--- config.mk ---
export PLATFORM = sky130hd
export DESIGN_NAME = chimp_board_loader
export DESIGN_NICKNAME = d
export VERILOG_FILES = /design/src/rtl/chimp_pkg.sv /design/src/rtl/chimp_lfsr16.sv /design/src/rtl/chimp_board_loader.sv
export SDC_FILE = /design/constraint.sdc
export NUM_CORES = 1
export LEC_CHECK = 0
export CAP_MARGIN = 40
export CORE_AREA = 3 3 96 98
export CTS_CLUSTER_DIAMETER = 200
export DETAILED_ROUTE_END_ITERATION = 12
export DIE_AREA = 0 0 99 101
export PLACE_DENSITY = 0.66
export SLEW_MARGIN = 30
export SYNTH_ARGS = -nofsm -noshare
export SYNTH_HDL_FRONTEND = slang
export SYNTH_SLANG_ARGS = --single-unit
--- constraint.sdc ---
create_clock -name clk -period 2.44 [get_ports clk]
set_input_delay 0.488 -clock clk [delete_from_list [all_inputs] [get_ports clk]]
set_output_delay 0.488 -clock clk [all_outputs]
set_load 0.01 [all_outputs]
--- src/rtl/chimp_pkg.sv ---
// Shared constants for the chimp memory game: grid geometry, LFSR setup and
// the board loader state codes.
package chimp_pkg;

  localparam int CELLS  = 40;
  localparam int ADDR_W = 6;
  localparam int NUM_W  = 5;

  localparam logic [15:0] LFSR_TAPS = 16'hB400;
  localparam logic [15:0] LFSR_SEED = 16'hACE1;

  // Plain constants so older blocks and benches can compare against them directly.
  localparam logic [2:0] S_IDLE  = 3'd0;
  localparam logic [2:0] S_CLEAR = 3'd1;
  localparam logic [2:0] S_PICK  = 3'd2;
  localparam logic [2:0] S_WRITE = 3'd3;
  localparam logic [2:0] S_DRAW  = 3'd4;
  localparam logic [2:0] S_DONE  = 3'd5;

endpackage

--- src/rtl/chimp_lfsr16.sv ---
// Free-running 16-bit Galois LFSR (shift right), reloaded with the seed on reset.
module chimp_lfsr16
  import chimp_pkg::*;
(
  input  logic        clk,
  input  logic        iReset,
  output logic [15:0] oValue
);

  always_ff @(posedge clk) begin
    if (iReset)
      oValue <= LFSR_SEED;
    else if (oValue[0])
      oValue <= (oValue >> 1) ^ LFSR_TAPS;
    else
      oValue <= oValue >> 1;
  end

endmodule

--- src/rtl/chimp_board_loader.sv ---
// Board-load sequencer: clears the cell RAM, then places 1..cnt into distinct
// random cells, handing each placement to the VGA drawer over req/ack.
module chimp_board_loader
  import chimp_pkg::*;
(
  input  logic              clk,
  input  logic              iReset,
  input  logic              iStart,
  input  logic [NUM_W-1:0]  iCount,
  input  logic              iDrawAck,
  output logic              oWrEn,
  output logic [ADDR_W-1:0] oWrAddr,
  output logic [NUM_W-1:0]  oWrData,
  output logic              oDrawReq,
  output logic [ADDR_W-1:0] oDrawAddr,
  output logic [NUM_W-1:0]  oDrawNum,
  output logic              oBusy,
  output logic              oDoneLoad
);

  logic [2:0]        state;
  logic [NUM_W-1:0]  cnt;
  logic [NUM_W-1:0]  num;
  logic [ADDR_W-1:0] clr_addr;
  logic [ADDR_W-1:0] cur_addr;
  logic [CELLS-1:0]  bitmap;
  logic [15:0]       lfsr;
  logic [ADDR_W-1:0] cand;
  logic              cand_ok;
  logic              lfsr_unused;

  chimp_lfsr16 u_lfsr (
    .clk    (clk),
    .iReset (iReset),
    .oValue (lfsr)
  );

  // Only the low bits pick a cell; out-of-grid values are simply retried.
  assign cand        = lfsr[ADDR_W-1:0];
  assign cand_ok     = (cand < ADDR_W'(CELLS)) && !bitmap[cand];
  assign lfsr_unused = ^lfsr[15:ADDR_W];

  always_ff @(posedge clk) begin
    if (iReset) begin
      state    <= S_IDLE;
      cnt      <= '0;
      num      <= '0;
      clr_addr <= '0;
      cur_addr <= '0;
      bitmap   <= '0;
    end else begin
      case (state)
        S_IDLE: begin
          if (iStart) begin
            cnt      <= iCount;
            num      <= NUM_W'(1);
            clr_addr <= '0;
            bitmap   <= '0;
            state    <= S_CLEAR;
          end
        end
        S_CLEAR: begin
          if (clr_addr == ADDR_W'(CELLS - 1))
            state <= (cnt == '0) ? S_DONE : S_PICK;
          else
            clr_addr <= clr_addr + ADDR_W'(1);
        end
        S_PICK: begin
          if (cand_ok) begin
            cur_addr <= cand;
            state    <= S_WRITE;
          end
        end
        S_WRITE: begin
          bitmap[cur_addr] <= 1'b1;
          state            <= S_DRAW;
        end
        S_DRAW: begin
          if (iDrawAck) begin
            if (num == cnt) begin
              state <= S_DONE;
            end else begin
              num   <= num + NUM_W'(1);
              state <= S_PICK;
            end
          end
        end
        S_DONE:  state <= S_IDLE;
        default: state <= S_IDLE;
      endcase
    end
  end

  // Outputs decode straight from state so they are zero outside their own states.
  always_comb begin
    oWrEn     = 1'b0;
    oWrAddr   = '0;
    oWrData   = '0;
    oDrawReq  = 1'b0;
    oDrawAddr = '0;
    oDrawNum  = '0;
    oDoneLoad = 1'b0;
    oBusy     = (state != S_IDLE);
    case (state)
      S_CLEAR: begin
        oWrEn   = 1'b1;
        oWrAddr = clr_addr;
      end
      S_WRITE: begin
        oWrEn   = 1'b1;
        oWrAddr = cur_addr;
        oWrData = num;
      end
      S_DRAW: begin
        oDrawReq  = 1'b1;
        oDrawAddr = cur_addr;
        oDrawNum  = num;
      end
      S_DONE:  oDoneLoad = 1'b1;
      default: ;
    endcase
  end

endmodule

After elaboration in Yosys (flattened, before gate mapping). Cells that the tools add are included.

$add $sub $neg: 2. Order comparisons: 4. Equal/unequal tests: 13. Muxes and demuxes: 28. Bitwise gates (word level): 2. Reduce and logical (&&, ||, !) cells: 16.

Operators by type and width (count): $pmux 40 s2 (1); $mux 40 (1); $or 40x40->40 (1); $mux 5 (5); $pmux 6 s2 (2); $mux 3 (6); $mux 6 (3); $mux 16 (1); $pmux 3 s5 (1); $lt 6x7->1 const B (2); $ne 2x2->1 const B (6); $pmux 5 s2 (1); $reduce_and 4->1 (2); $add 6x1->6 const B (1); $bmux 1 s6 (1); $demux 1 s6 (1); $eq 3x2->1 const B (2); $eq 3x3->1 const B (2); $eq 6x6->1 const B (1); $ge 6x1->1 const B (1); $lt 6x6->1 const B (1); $reduce_and 2->1 (3); $reduce_bool 2->1 (3); $add 5x1->5 const B (1); 11 further kinds (16).

Flip-flop bits (word level): 81. Input port bits: 9. Output and inout port bits: 26. Logic and storage cells: 72.

Longest topological paths before layout. Gate-level depths: netlist of the first run.

Depth in word-level cells: 6. Depth in mapped cells: 8.

Hierarchy. A second synthesis of the first run with hierarchy kept.

Cell total of the unflattened synthesis: 423. Area total of the unflattened synthesis: 3844.9 sq um.

By module, submodules not included: chimp_board_loader (instances 1, cells each 387, area each 3382.0 sq um, seq. area each 1301.2 sq um); chimp_lfsr16 (instances 1, cells each 36, area each 462.9 sq um, seq. area each 320.3 sq um).

Worst setup path before layout of the first run. OpenSTA, ideal clock, no wires.

Path type: register to register. Start point: register u_lfsr.oValue[1]. End point: register cur_addr[4]. Arrival: 1.977 ns. Slack: 0.342 ns. Stages on the path, launching flop included: 9. Buffers on the path: 2. Period minus slack after synthesis: 2.098 ns. Path through: dfxtp_1 -> buf_6 -> buf_8 -> mux2_4 -> a311oi_2 -> o311ai_1 -> a41oi_2 -> nand3_4 -> mux2_4.

Cells in the longest elaborated chain, start to end: 5. Elaborated cells on any way between the ends: 6. Classes of those cells: order compare: 1; mux: 2; reduce/logical: 3.

RTL lines: from (decl) (RTL line chimp_lfsr16.sv:7) `output logic [15:0] oValue`; from (signal assigned) (RTL line chimp_lfsr16.sv:14) `oValue <= (oValue >> 1) ^ LFSR_TAPS;`; from (signal assigned) (RTL line chimp_lfsr16.sv:16) `oValue <= oValue >> 1;`; $bmux 1 s6 (RTL line chimp_board_loader.sv:40) `assign cand_ok = (cand < ADDR_W'(CELLS)) && !bitmap[cand];`; $mux 1 (implied by the code) (RTL line chimp_board_loader.sv:40); $logic_not 1->1 (RTL line chimp_board_loader.sv:40); $logic_and 1x1->1 * (RTL line chimp_board_loader.sv:40); $reduce_and 2->1 (no line) *; to (signal assigned) (RTL line chimp_board_loader.sv:70) `cur_addr <= cand;`; to (decl) (RTL line chimp_board_loader.sv:25) `logic [ADDR_W-1:0] cur_addr;`.

Mark *: on every way between the ends. The rest lies on a longest branch, timed or not. The select of a mux whose other input is x is not followed. A chain may end at the register's enable or synchronous reset.

Worst setup path after layout of the first run.
Start point: register state[0]. End point: output oDrawNum[0].

Cells in the longest elaborated chain, start to end: 2.

RTL lines: from (decl) (RTL line chimp_board_loader.sv:21) `logic [2:0] state;`; from (signal assigned) (RTL line chimp_board_loader.sv:64) `state <= (cnt == '0) ? S_DONE : S_PICK;`; $eq 3x3->1 (RTL line chimp_board_loader.sv:104) `case (state)`; $mux 5 (RTL line chimp_board_loader.sv:104); to (decl) (RTL line chimp_board_loader.sv:16) `output logic [NUM_W-1:0] oDrawNum,`.

No other way between the ends.

==> results of run 1 <==
-- Yosys cell counts (all sizes together), types with 5 or more instances --
library cell,n
dfxtp,81
nor2,76
a22oi,40
mux2i,27
clkbuf,23
and2,12
nand2,10
nor2b,10
xnor2,10
buf,9
nand2b,8
inv,7
or2,7
and3,6
mux2,6
mux4,6
a21oi,5
-- area by class of cell --
| type | instances | share of cell area (%) |
|---|---|---|
| multi-input cells | 279 | 44.56 |
| repair buffers | 54 | 10.97 |
| clock buffers | 10 | 3.086 |
| well taps | 108 | 3.030 |
| clock inverters | 6 | 1.291 |
| flip-flops and latches | 81 | 36.48 |
| inverters | 7 | 0.5892 |
-- worst paths after layout --
kind / end / start / slack, ns / cells after the start
setup / recovery: oDrawNum[0] / state[0] / 0.15 / 4
hold / removal: u_lfsr.oValue[7] / u_lfsr.oValue[8] / 0.42 / 1
setup reg to reg: cur_addr[4] / u_lfsr.oValue[0] / 0.18 / 6
hold reg to reg: u_lfsr.oValue[7] / u_lfsr.oValue[8] / 0.42 / 1
-- flip-flops by register name, indices dropped and copies added (netlist names) --
register / count
state: 3
bitmap: 40
cur_addr: 6
cnt: 5
num: 5
clr_addr: 6
u_lfsr.oValue: 16
-- repair_timing --
action                     in CTS  in global routing
setup endpoints to repair       8                 17
pin swaps                       0                  0
gates resized for setup         1                  4
-- worst max-delay path: cells and delay by family (launching register included) --
family        cells  cell delay (ns)
buf+inv           2             0.71
simple gates      2             0.37
flops             1             0.39
-- layout by cell type, fill, tap and decap left out, types with 4 or more instances in the layout --
cell type / count
xnor2_1: 10
mux4_1: 4
a22oi_1: 40
nand2_1: 10
mux2i_1: 27
clkbuf_8: 10
inv_1: 7
buf_4: 19
and3_1: 6
mux2_4: 5
clkdlybuf4s50_1: 33
or2_2: 7
nor2b_1: 10
dfxtp_1: 79
a21oi_1: 5
xor2_1: 4
nand2b_1: 8
nor2_1: 76
and2_1: 12
-- stage by stage --
stage                     utilization (%)  std cells  worst slack [ns]  power [uW]
final                               52.15        545            0.1489        3254
after global routing                52.15        545           0.02036        3445
after CTS                           52.00        545           0.01848        3276
after detailed placement            49.71        529            0.1364        2314
after global placement              49.71        529            0.2197        2296
after floorplan                         -        399            0.3418        2055
-- power breakdown --
| part | leakage, uW | internal [uW] | switching (uW) | total (uW) |
|---|---|---|---|---|
| Combinational | 0.000881 | 345 | 465 | 810 |
| Sequential | 0.000659 | 1400 | 88.9 | 1490 |
| Clock | 0.000102 | 425 | 534 | 959 |
-- per-layer routing --
| metal | track usage (%) | vias to the layer above |
|---|---|---|
| met4 | 4.412 | 0 |
| met5 | 0 | - |
| met1 | 24.05 | 1431 |
| met3 | 4.844 | 10 |
| met2 | 29.13 | 86 |
| li1 | - | 1476 |
-- logic make-up (layout without fill, tap and decap cells) --
logic type / after synthesis / count (layout)
flip-flops: 81 / 81
AND/OR/NAND/NOR: 160 / 160
multiplexers: 39 / 39
AO/OA/AOI/OAI: 64 / 64
buffers and inverters: 39 / 77
adder cells (fa/ha/maj): 2 / 2
XOR/XNOR: 14 / 14
==> key figures, run 1 <==
Setup path
  • Critical path arrival: between 1.5 and 2 ns
  • Critical path class: reg2out
  • Slowest cell on crit path: clkdlybuf4s50_1
  • Critical Path Start Type: flip-flop
  • Crit. End Element: output pin
  • Critical-path cell list: nor3b_2 > buf_4 > and2_1 > clkdlybuf4s50_1
  • CP required: 1.95 ns
  • Max incr delay on CP: 0.53 ns
  • CP Max Fanout: 12

CTS
  • Root Buffer: clkbuf_8
  • Setup Fix Bufs, Post-CTS: 0
  • H-tree levels: 3
  • Clock transition at path regs: about 0.08 ns
  • Clock tree buffer depth: 2
  • Clock latency on the worst-skew pair: between 0.3 and 0.4 ns
  • CTS tree: done
  • Hold buffers post-CTS: 0
  • Num CTS Buffers: 9
  • CTS sink count: just over 80

Detailed routing
  • Met2 WL: ~4.1 mm
  • Via density per instance: roughly 5.5
  • Drt total wl: between 8 and 9 mm
  • Met1 WL: about 4.0 mm
  • Initial DRC Count: ~200
  • Wire length per cell: ~16 um
  • Met3 WL: between 500 and 600 um
  • Via count: 3,003
  • Top layer in use: met4
  • Drt drc: 0
  • Routed Antenna Nets: 0
  • DRT Pass-1 Iters: 4

Floorplanning
  • Die H: about 100 um
  • Die Area: approximately 10000 um^2
  • # IOs: 35
  • # rows: 34
  • Die width: between 90 and 100 um
  • Total core area: approximately 8600 um^2
  • Initial Util: around 44%

Layout
  • Cell area after layout: roughly 4500 um^2
  • Multi-input logic area: 1987 um^2
  • Sequential Area: 1627 um^2
  • FILL cells: just under 800
  • Nets@finish: 443
  • Area grow syn2layout: 17.74%
  • Total inserted antenna cells: 0
  • Layout cells sized above 1: between 10% and 20%

Logic synthesis
  • Post-synthesis simple-gate area fraction: between 20% and 30%
  • Largest family of logic cells by synthesized area: simple AND/OR/NAND/NOR gates
  • Yosys reg bits: 81
  • Syn. warnings: 0
  • Post-Synth XOR/XNOR Area: around 3.2%
  • Post-synthesis mux area share: 13.38%
  • Syn Area/Cell: 9.492 um^2
  • Synth area leaders: dfxtp_1, a22oi_1, nor2_1
  • Seq/Total Area, Yosys: a little over two fifths
  • Post-synth ARST share: 0%
  • Synth Area in Compound Gates: between 10% and 20%
  • Mapped Area: between 3000 and 4000 um^2
  • Top FF cell, synth: dfxtp_1
  • Adder-cell area share of the yosys netlist: less than 1%
  • Post-synth top area share: roughly 43%
  • Synthesized Nets: 410
  • Post-synth EDFFs: 0
  • Unique cell type count in the Yosys netlist: 55
  • Cells after Synth: 399
  • Cell taking the most area after synthesis: dfxtp_1

Timing
  • Final hold vios: 0
  • Period Utilization, post-route: between 90% and 100%
  • Final min period: between 2 and 2.5 ns
  • Final Skew: roughly 0.010 ns
  • Final-report max-slew violation count: 0
  • Slew @ Worst Pin: a little under 0.8 ns
  • RSZ-0062 raised after global routing: false
  • TNS Setup: 0 ns
  • Fin Hold WS: 0.4188 ns
  • Max Fclk: 436.5 MHz
  • Slew HR: 46.65%
  • Final setup viols: 0

Outcome
  • Outcome: finished, final reports clean

Global route
  • Initial antenna violation count: 0
  • GRT Util Overall: between 10% and 20%
  • Vias in the first global route: ~2,800
  • Largest net degree at the start of global routing: 28
  • First-pass GRT wire length: between 10 and 15 mm
  • GR Overflow Total: 0

Placed design
  • Routability cong.: around 0.84
  • Input/output buffers: 34
  • Area post-placement: approximately 4300 um^2
  • Detail Placement HPWL: roughly 6.3 mm

Power and ir drop
  • Peak VDD IR: around 0.42 mV
  • Pwr Density: 729.8 nW/um^2
  • Pleak: 0.001643 uW

Worst hold path
  • HP Class: reg2reg

Run
  • Max-cap violations: 0
No activity file was read; power rests on OpenSTA's default activity.
==> inputs of run 2 (changes only) <==
--- a/config.mk
+++ b/config.mk
@@ -6,10 +6,10 @@
 export NUM_CORES = 1
 export LEC_CHECK = 0
 export CAP_MARGIN = 40
-export CORE_AREA = 3 3 96 98
+export CORE_AREA = 2 2 95 97
 export CTS_CLUSTER_DIAMETER = 200
 export DETAILED_ROUTE_END_ITERATION = 12
-export DIE_AREA = 0 0 99 101
+export DIE_AREA = 0 0 97 99
 export PLACE_DENSITY = 0.66
 export SLEW_MARGIN = 30
 export SYNTH_ARGS = -nofsm -noshare
==> run 2 against run 1 <==
Against the previous run:
- clock skew down 0.0012 ns
- clock power up 16%
- power up 5.3%
- non-clock buffer count up 2
- cell area up 1.3%
- final cell count up 0.37%
- flip-flop and latch count unchanged
- setup slack worse by 0.048 ns
- die area down 4.0%
- routed wire length down 2.0%
==> key figures, run 2 (synthesis results as in run 1) <==
CTS
  • CTS tree: done (unchanged)
  • Root Buffer: clkbuf_8 (unchanged)
  • Setup Fix Bufs, Post-CTS: 0 (unchanged)
  • Clock transition at path regs: 0.08 ns (about the same)
  • CTS sink count: 81 (unchanged)
  • Clock tree buffer depth: 2 (unchanged)
  • Num CTS Buffers: 9 (unchanged)
  • Hold buffers post-CTS: 0 (unchanged)
  • Clock latency on the worst-skew pair: 0.35 ns (about the same)
  • H-tree levels: 3 (unchanged)

Detailed routing
  • Drt drc: 0 (unchanged)
  • DRT Pass-1 Iters: 4 (unchanged)
  • Via density per instance: 5.410 (was 5.510)
  • Wire length per cell: 15.67 um (was 16.04 um)
  • Routed Antenna Nets: 0 (unchanged)
  • Via count: 2,959 (was 3,003)
  • Initial DRC Count: 115 (was 196)
  • Drt total wl: 8.572 mm (was 8.743 mm)

Timing
  • Final min period: 2.339 ns (was 2.291 ns)
  • TNS Setup: 0 ns (unchanged)
  • RSZ-0062 raised after global routing: false (unchanged)
  • Slew HR: 55.59% (was 46.65%)
  • Final hold vios: 0 (unchanged)
  • Final setup viols: 0 (unchanged)
  • Final-report max-slew violation count: 0 (unchanged)
  • Period Utilization, post-route: 95.86% (was 93.90%)
  • Final Skew: 0.009234 ns (was 0.01039 ns)
  • Slew @ Worst Pin: 0.6647 ns (was 0.7941 ns)
  • Max Fclk: 427.5 MHz (was 436.5 MHz)

Floorplanning
  • Die width: 97 um (was 99 um)
  • Die H: 99 um (was 101 um)
  • # rows: 34 (unchanged)
  • Initial Util: 44.29% (unchanged)
  • Total core area: 8551 um^2 (unchanged)
  • # IOs: 35 (unchanged)
  • Die Area: 9603 um^2 (was 9999 um^2)

Power and ir drop
  • Peak VDD IR: 0.3948 mV (was 0.4230 mV)
  • Internal Pwr Total: 2391 uW (was 2166 uW)
  • Pleak: 0.001699 uW (was 0.001643 uW)
  • Combinational power share: 24.4% (was 24.9%)
  • Switching power total: 1037 uW (was 1088 uW)
  • Clk pwr share: 32.4% (was 29.5%)
  • Sw Ratio: 30.25% (was 33.45%)
  • Pwr Density: 758.6 nW/um^2 (was 729.8 nW/um^2)
  • Seq pwr share: 43.2% (was 45.6%)

Setup path
  • Buf/Inv on CP: 2 (unchanged)
  • Setup slack, reg-to-reg: 0.21 ns (was 0.18 ns)
  • CP Max Fanout: 12 (unchanged)
  • Critical-path cell list: nor3b_2 > buf_4 > and2_1 > clkdlybuf4s50_1 (unchanged)
  • Slowest cell on crit path: clkdlybuf4s50_1 (unchanged)
  • Delay-heaviest family, CP: buffers and inverters (unchanged)
  • Critical Path Start Type: flip-flop (unchanged)
  • Critical path arrival: 1.85 ns (was 1.80 ns)
  • Max incr delay on CP: 0.55 ns (was 0.53 ns)
  • CP required: 1.95 ns (about the same)
  • Crit. End Element: output pin (unchanged)
  • Critical path class: reg2out (unchanged)

Global route
  • GR Overflow Total: 0 (unchanged)
  • First-pass GRT wire length: 14.24 mm (was 14.41 mm)
  • GRT Util Overall: 18.44% (was 18.03%)
  • Largest net degree at the start of global routing: 38 (was 28)
  • Vias in the first global route: 2,821 (was 2,825)
  • Initial antenna violation count: 0 (unchanged)

Layout
  • Total inserted antenna cells: 0 (unchanged)
  • Area grow syn2layout: 19.33% (was 17.74%)
  • Nets@finish: 445 (was 443)
  • Most common cell after layout, fill and taps aside: dfxtp_1 (unchanged)
  • Layout cells sized above 1: 14.58% (was 14.42%)
  • FILL cells: 790 (was 778)
  • Largest Register: bitmap (unchanged)
  • Most frequent cells in the layout: dfxtp_1, nor2_1, a22oi_1 (unchanged)
  • Regs by FF count: bitmap (40), u_lfsr.oValue (16) (unchanged)
  • Finished Layout Cells: 547 (was 545)
  • Max reg flops: 40 (unchanged)

Run
  • Max-cap violations: 0 (unchanged)

Placed design
  • Input/output buffers: 34 (unchanged)
  • Post-Place Cells: 531 (was 529)
  • Detail Placement HPWL: 6.100 mm (was 6.321 mm)
  • Routability cong.: 0.7807 (was 0.8400)

Worst hold path
  • HP Class: reg2reg (unchanged)

Outcome
  • Outcome: finished, final reports clean (unchanged)
==> run 2: cell count changes in the layout (fill, tap and decap cells not counted), moves of 2 or more <==
cell / previous run / this run
inv_6: 3 / 0
buf_4: 19 / 21
bufinv_16: 0 / 2
clkinvlp_4: 0 / 2
clkdlybuf4s50_1: 33 / 31
inv_8: 2 / 0
dlymetal6s2s_1: 0 / 2
==> run 2: stage by stage <==
stage	hold WS, ns	cell area, um^2	power (uW)	worst slack (ns)	util [%]
6_report	0.4168	4519	3428	0.1010	52.85
3_3_place_gp	0.3951	4278	2319	0.2878	50.03
2_1_floorplan	0.3895	3787	2055	0.3418	-
3_5_place_dp	0.3956	4278	2336	0.2147	50.03
5_1_grt	0.4325	4519	3602	0.007655	52.85
4_1_cts	0.4189	4514	3443	0.02133	52.79
==> run 2: layout make-up <==
type                            instances  area, um^2  area share (%)
Clock buffer                           12       155.1           3.433
Clock inverter                          4       75.07           1.661
Inverter                                7       26.28          0.5814
Multi-Input combinational cell        279        1987           43.96
Sequential cell                        81        1623           35.91
Tap cell                              108       135.1           2.990
Timing Repair Buffer                   56       518.0           11.46
==> run 2: final timing paths <==
| check | start | end | cells after the start |
|---|---|---|---|
| worst min-delay path | u_lfsr.oValue[12] | u_lfsr.oValue[11] | 1 |
| worst max register to register | u_lfsr.oValue[1] | cur_addr[4] | 7 |
| worst min register to register | u_lfsr.oValue[12] | u_lfsr.oValue[11] | 1 |
| worst max-delay path | state[0] | oDrawNum[0] | 4 |
==> run 2: power groups by stage <==
| stage | sequential [uW] | combinational [uW] | clock [uW] |
|---|---|---|---|
| 6_report | 1480 | 837 | 1110 |
| 5_1_grt | 1490 | 915 | 1190 |
| 4_1_cts | 1480 | 834 | 1130 |
| 3_5_place_dp | 1510 | 829 | 0 |
| 3_3_place_gp | 1500 | 814 | 0 |
| 2_1_floorplan | 1460 | 593 | 0 |
==> run 2: layer usage <==
layer / vias to the layer above / global-route usage (%) / routed length, um
met5: - / 0 / 0
met4: 0 / 7.584 / 146
met3: 10 / 2.908 / 284
met2: 55 / 30.50 / 4089
met1: 1421 / 24.18 / 4052
li1: 1473 / - / -
==> run 2: repair_timing <==
action / in CTS / in global routing
gates resized for setup: 2 / 3
setup endpoints to repair: 8 / 2
pin swaps: 0 / 0
==> inputs of run 3 (changes only) <==
--- a/config.mk
+++ b/config.mk
@@ -7,10 +7,11 @@
 export LEC_CHECK = 0
 export CAP_MARGIN = 40
 export CORE_AREA = 2 2 95 97
+export CTS_BUF_LIST = sky130_fd_sc_hd__clkbuf_4 sky130_fd_sc_hd__clkbuf_8
 export CTS_CLUSTER_DIAMETER = 200
 export DETAILED_ROUTE_END_ITERATION = 12
 export DIE_AREA = 0 0 97 99
-export PLACE_DENSITY = 0.66
+export PLACE_DENSITY = 0.67
 export SLEW_MARGIN = 30
 export SYNTH_ARGS = -nofsm -noshare
 export SYNTH_HDL_FRONTEND = slang
==> run 3 against run 2 <==
Against the previous run:
- via count is 1.2% higher
- power is 1.1% lower
- hold slack worse by 0.0034 ns
- final cell count is 0.73% lower
- global-route usage is 0.11 points higher
- maximum frequency is 1.6% higher
- flip-flop and latch count stayed put
- critical path type unchanged
- largest power group unchanged
==> key figures, run 3 (synthesis results as in run 1) <==
Run
  • Max-cap violations: 0 (unchanged)

Detailed routing
  • Via count: 2,995 (was 2,959)
  • Wire length per cell: 15.83 um (was 15.67 um)
  • Drt drc: 0 (unchanged)
  • Drt total wl: 8.593 mm (was 8.572 mm)
  • DRT Pass-1 Iters: 5 (was 4)
  • Met1 WL: 4.111 mm (was 4.052 mm)
  • Top layer in use: met4 (unchanged)
  • Via density per instance: 5.516 (was 5.410)
  • Met2 WL: 3.898 mm (was 4.089 mm)
  • Met3 WL: 484 um (was 284 um)
  • Initial DRC Count: 187 (was 115)
  • Routed Antenna Nets: 0 (unchanged)

CTS
  • Clock tree buffer depth: 2 (unchanged)
  • Num CTS Buffers: 9 (unchanged)
  • CTS tree: done (unchanged)
  • Clock latency on the worst-skew pair: 0.34 ns (was 0.35 ns)
  • Root Buffer: clkbuf_8 (unchanged)
  • CTS sink count: 81 (unchanged)
  • Setup Fix Bufs, Post-CTS: 0 (unchanged)
  • Clock transition at path regs: 0.08 ns (about the same)
  • H-tree levels: 3 (unchanged)

Timing
  • Max Fclk: 434.3 MHz (was 427.5 MHz)
  • RSZ-0062 raised after global routing: false (unchanged)
  • TNS Setup: 0 ns (unchanged)
  • Slew @ Worst Pin: 0.7305 ns (was 0.6647 ns)
  • Final min period: 2.302 ns (was 2.339 ns)
  • Final-report max-slew violation count: 0 (unchanged)
  • Post-route setup slack: 0.1375 ns (was 0.1010 ns)
  • Final hold vios: 0 (unchanged)
  • Period Utilization, post-route: 94.36% (was 95.86%)
  • Final Skew: 0.008219 ns (was 0.009234 ns)
  • Slew HR: 51.20% (was 55.59%)
  • Final setup viols: 0 (unchanged)

Global route
  • GR Overflow Total: 0 (unchanged)
  • GRT Util Overall: 18.55% (was 18.44%)
  • Largest net degree at the start of global routing: 37 (was 38)
  • First-pass GRT wire length: 14.46 mm (was 14.24 mm)
  • Vias in the first global route: 2,821 (unchanged)
  • Initial antenna violation count: 0 (unchanged)

Placed design
  • Detail Placement HPWL: 6.096 mm (was 6.100 mm)
  • Pre-CTS setup slack: 0.09578 ns (was 0.2147 ns)
  • Area post-placement: 4243 um^2 (was 4278 um^2)
  • Routability cong.: 0.7993 (was 0.7807)
  • Input/output buffers: 34 (unchanged)

Layout
  • Area grow syn2layout: 18.37% (was 19.33%)
  • Largest Register: bitmap (unchanged)
  • Total inserted antenna cells: 0 (unchanged)
  • Layout cells sized above 1: 14.25% (was 14.58%)
  • Most frequent cells in the layout: dfxtp_1, nor2_1, a22oi_1 (unchanged)
  • Fin util: 52.43% (was 52.85%)
  • FILL cells: 779 (was 790)
  • Regs by FF count: bitmap (40), u_lfsr.oValue (16) (unchanged)
  • Nets@finish: 442 (was 445)
  • Cell area after layout: 4483 um^2 (was 4519 um^2)
  • Max reg flops: 40 (unchanged)
  • Most common cell after layout, fill and taps aside: dfxtp_1 (unchanged)

Setup path
  • Critical path arrival: 1.81 ns (was 1.85 ns)
  • CP Max Fanout: 12 (unchanged)
  • Delay-heaviest family, CP: buffers and inverters (unchanged)
  • Max incr delay on CP: 0.53 ns (was 0.55 ns)
  • Critical Path Start Type: flip-flop (unchanged)
  • Critical-path cell list: nor3b_2 > buf_4 > and2_1 > clkdlybuf4s50_1 (unchanged)
  • CP required: 1.95 ns (about the same)
  • Slowest cell on crit path: clkdlybuf4s50_1 (unchanged)
  • Buf/Inv on CP: 2 (unchanged)
  • Crit. End Element: output pin (unchanged)
  • Critical path class: reg2out (unchanged)

Outcome
  • Outcome: finished, final reports clean (unchanged)

Floorplanning
  • Die width: 97 um (unchanged)
  • Total core area: 8551 um^2 (unchanged)
  • Die Area: 9603 um^2 (unchanged)
  • # rows: 34 (unchanged)
  • # IOs: 35 (unchanged)
  • Initial Util: 44.29% (unchanged)
  • Die H: 99 um (unchanged)

Power and ir drop
  • Pwr Density: 756.6 nW/um^2 (was 758.6 nW/um^2)
  • Peak VDD IR: 0.4535 mV (was 0.3948 mV)
  • Pleak: 0.001648 uW (was 0.001699 uW)
  • Final Total Pwr: 3392 uW (was 3428 uW)

Worst hold path
  • HP Class: reg2reg (unchanged)
run 3: path summary, 6_finish.rpt:
check,from,endpoint,slack (ns),cells past startpoint
max,state[0],oDrawNum[0],0.14,4
min,u_lfsr.oValue[6],u_lfsr.oValue[5],0.41,1
max reg2reg,u_lfsr.oValue[0],cur_addr[4],0.18,6
min reg2reg,u_lfsr.oValue[6],u_lfsr.oValue[5],0.41,1
run 3: cell type report:
cell class	count	area [um^2]	share of cell area, %
Multi-Input combinational cell	279	1987	44.32
Clock buffer	11	151.4	3.377
Inverter	7	26.28	0.5861
Clock inverter	4	76.32	1.702
Timing Repair Buffer	53	481.7	10.75
Tap cell	108	135.1	3.014
Sequential cell	81	1625	36.25
run 3: per-stage QoR:
step | hold slack [ns] | std cells
after floorplan | 0.3895 | 399
after CTS | 0.4150 | 543
final | 0.4134 | 543
after global placement | 0.3935 | 528
after detailed placement | 0.3939 | 528
after global routing | 0.4295 | 543
run 3: where the power goes:
group	switching (uW)	total [uW]	internal [uW]	leakage (uW)
Combinational	457	794	337	0.000877
Clock	475	1100	629	0.000112
Sequential	100	1490	1390	0.000660
Total	1030	3390	2360	0.00165
run 3: routing by layer:
| metal | vias to the layer above | global-route usage [%] |
|---|---|---|
| li1 | 1465 | - |
| met5 | - | 0 |
| met1 | 1419 | 25.91 |
| met3 | 8 | 4.113 |
| met4 | 0 | 5.200 |
| met2 | 103 | 29.06 |
run 3: worst register-to-register path: cells and delay by family (launching register included):
kind | cells | cell delay, ns
flip-flops | 1 | 0.49
buffers and inverters | 1 | 0.25
multiplexers | 2 | 0.90
AO/OA/AOI/OAI | 1 | 0.18
AND/OR/NAND/NOR | 2 | 0.32
run 3: repair_timing:
action,4_1_cts,5_1_grt
setup endpoints to repair,2,12
pin swaps,0,0
gates resized for setup,2,3
hold buffers,0,0
hold endpoints to repair,0,0
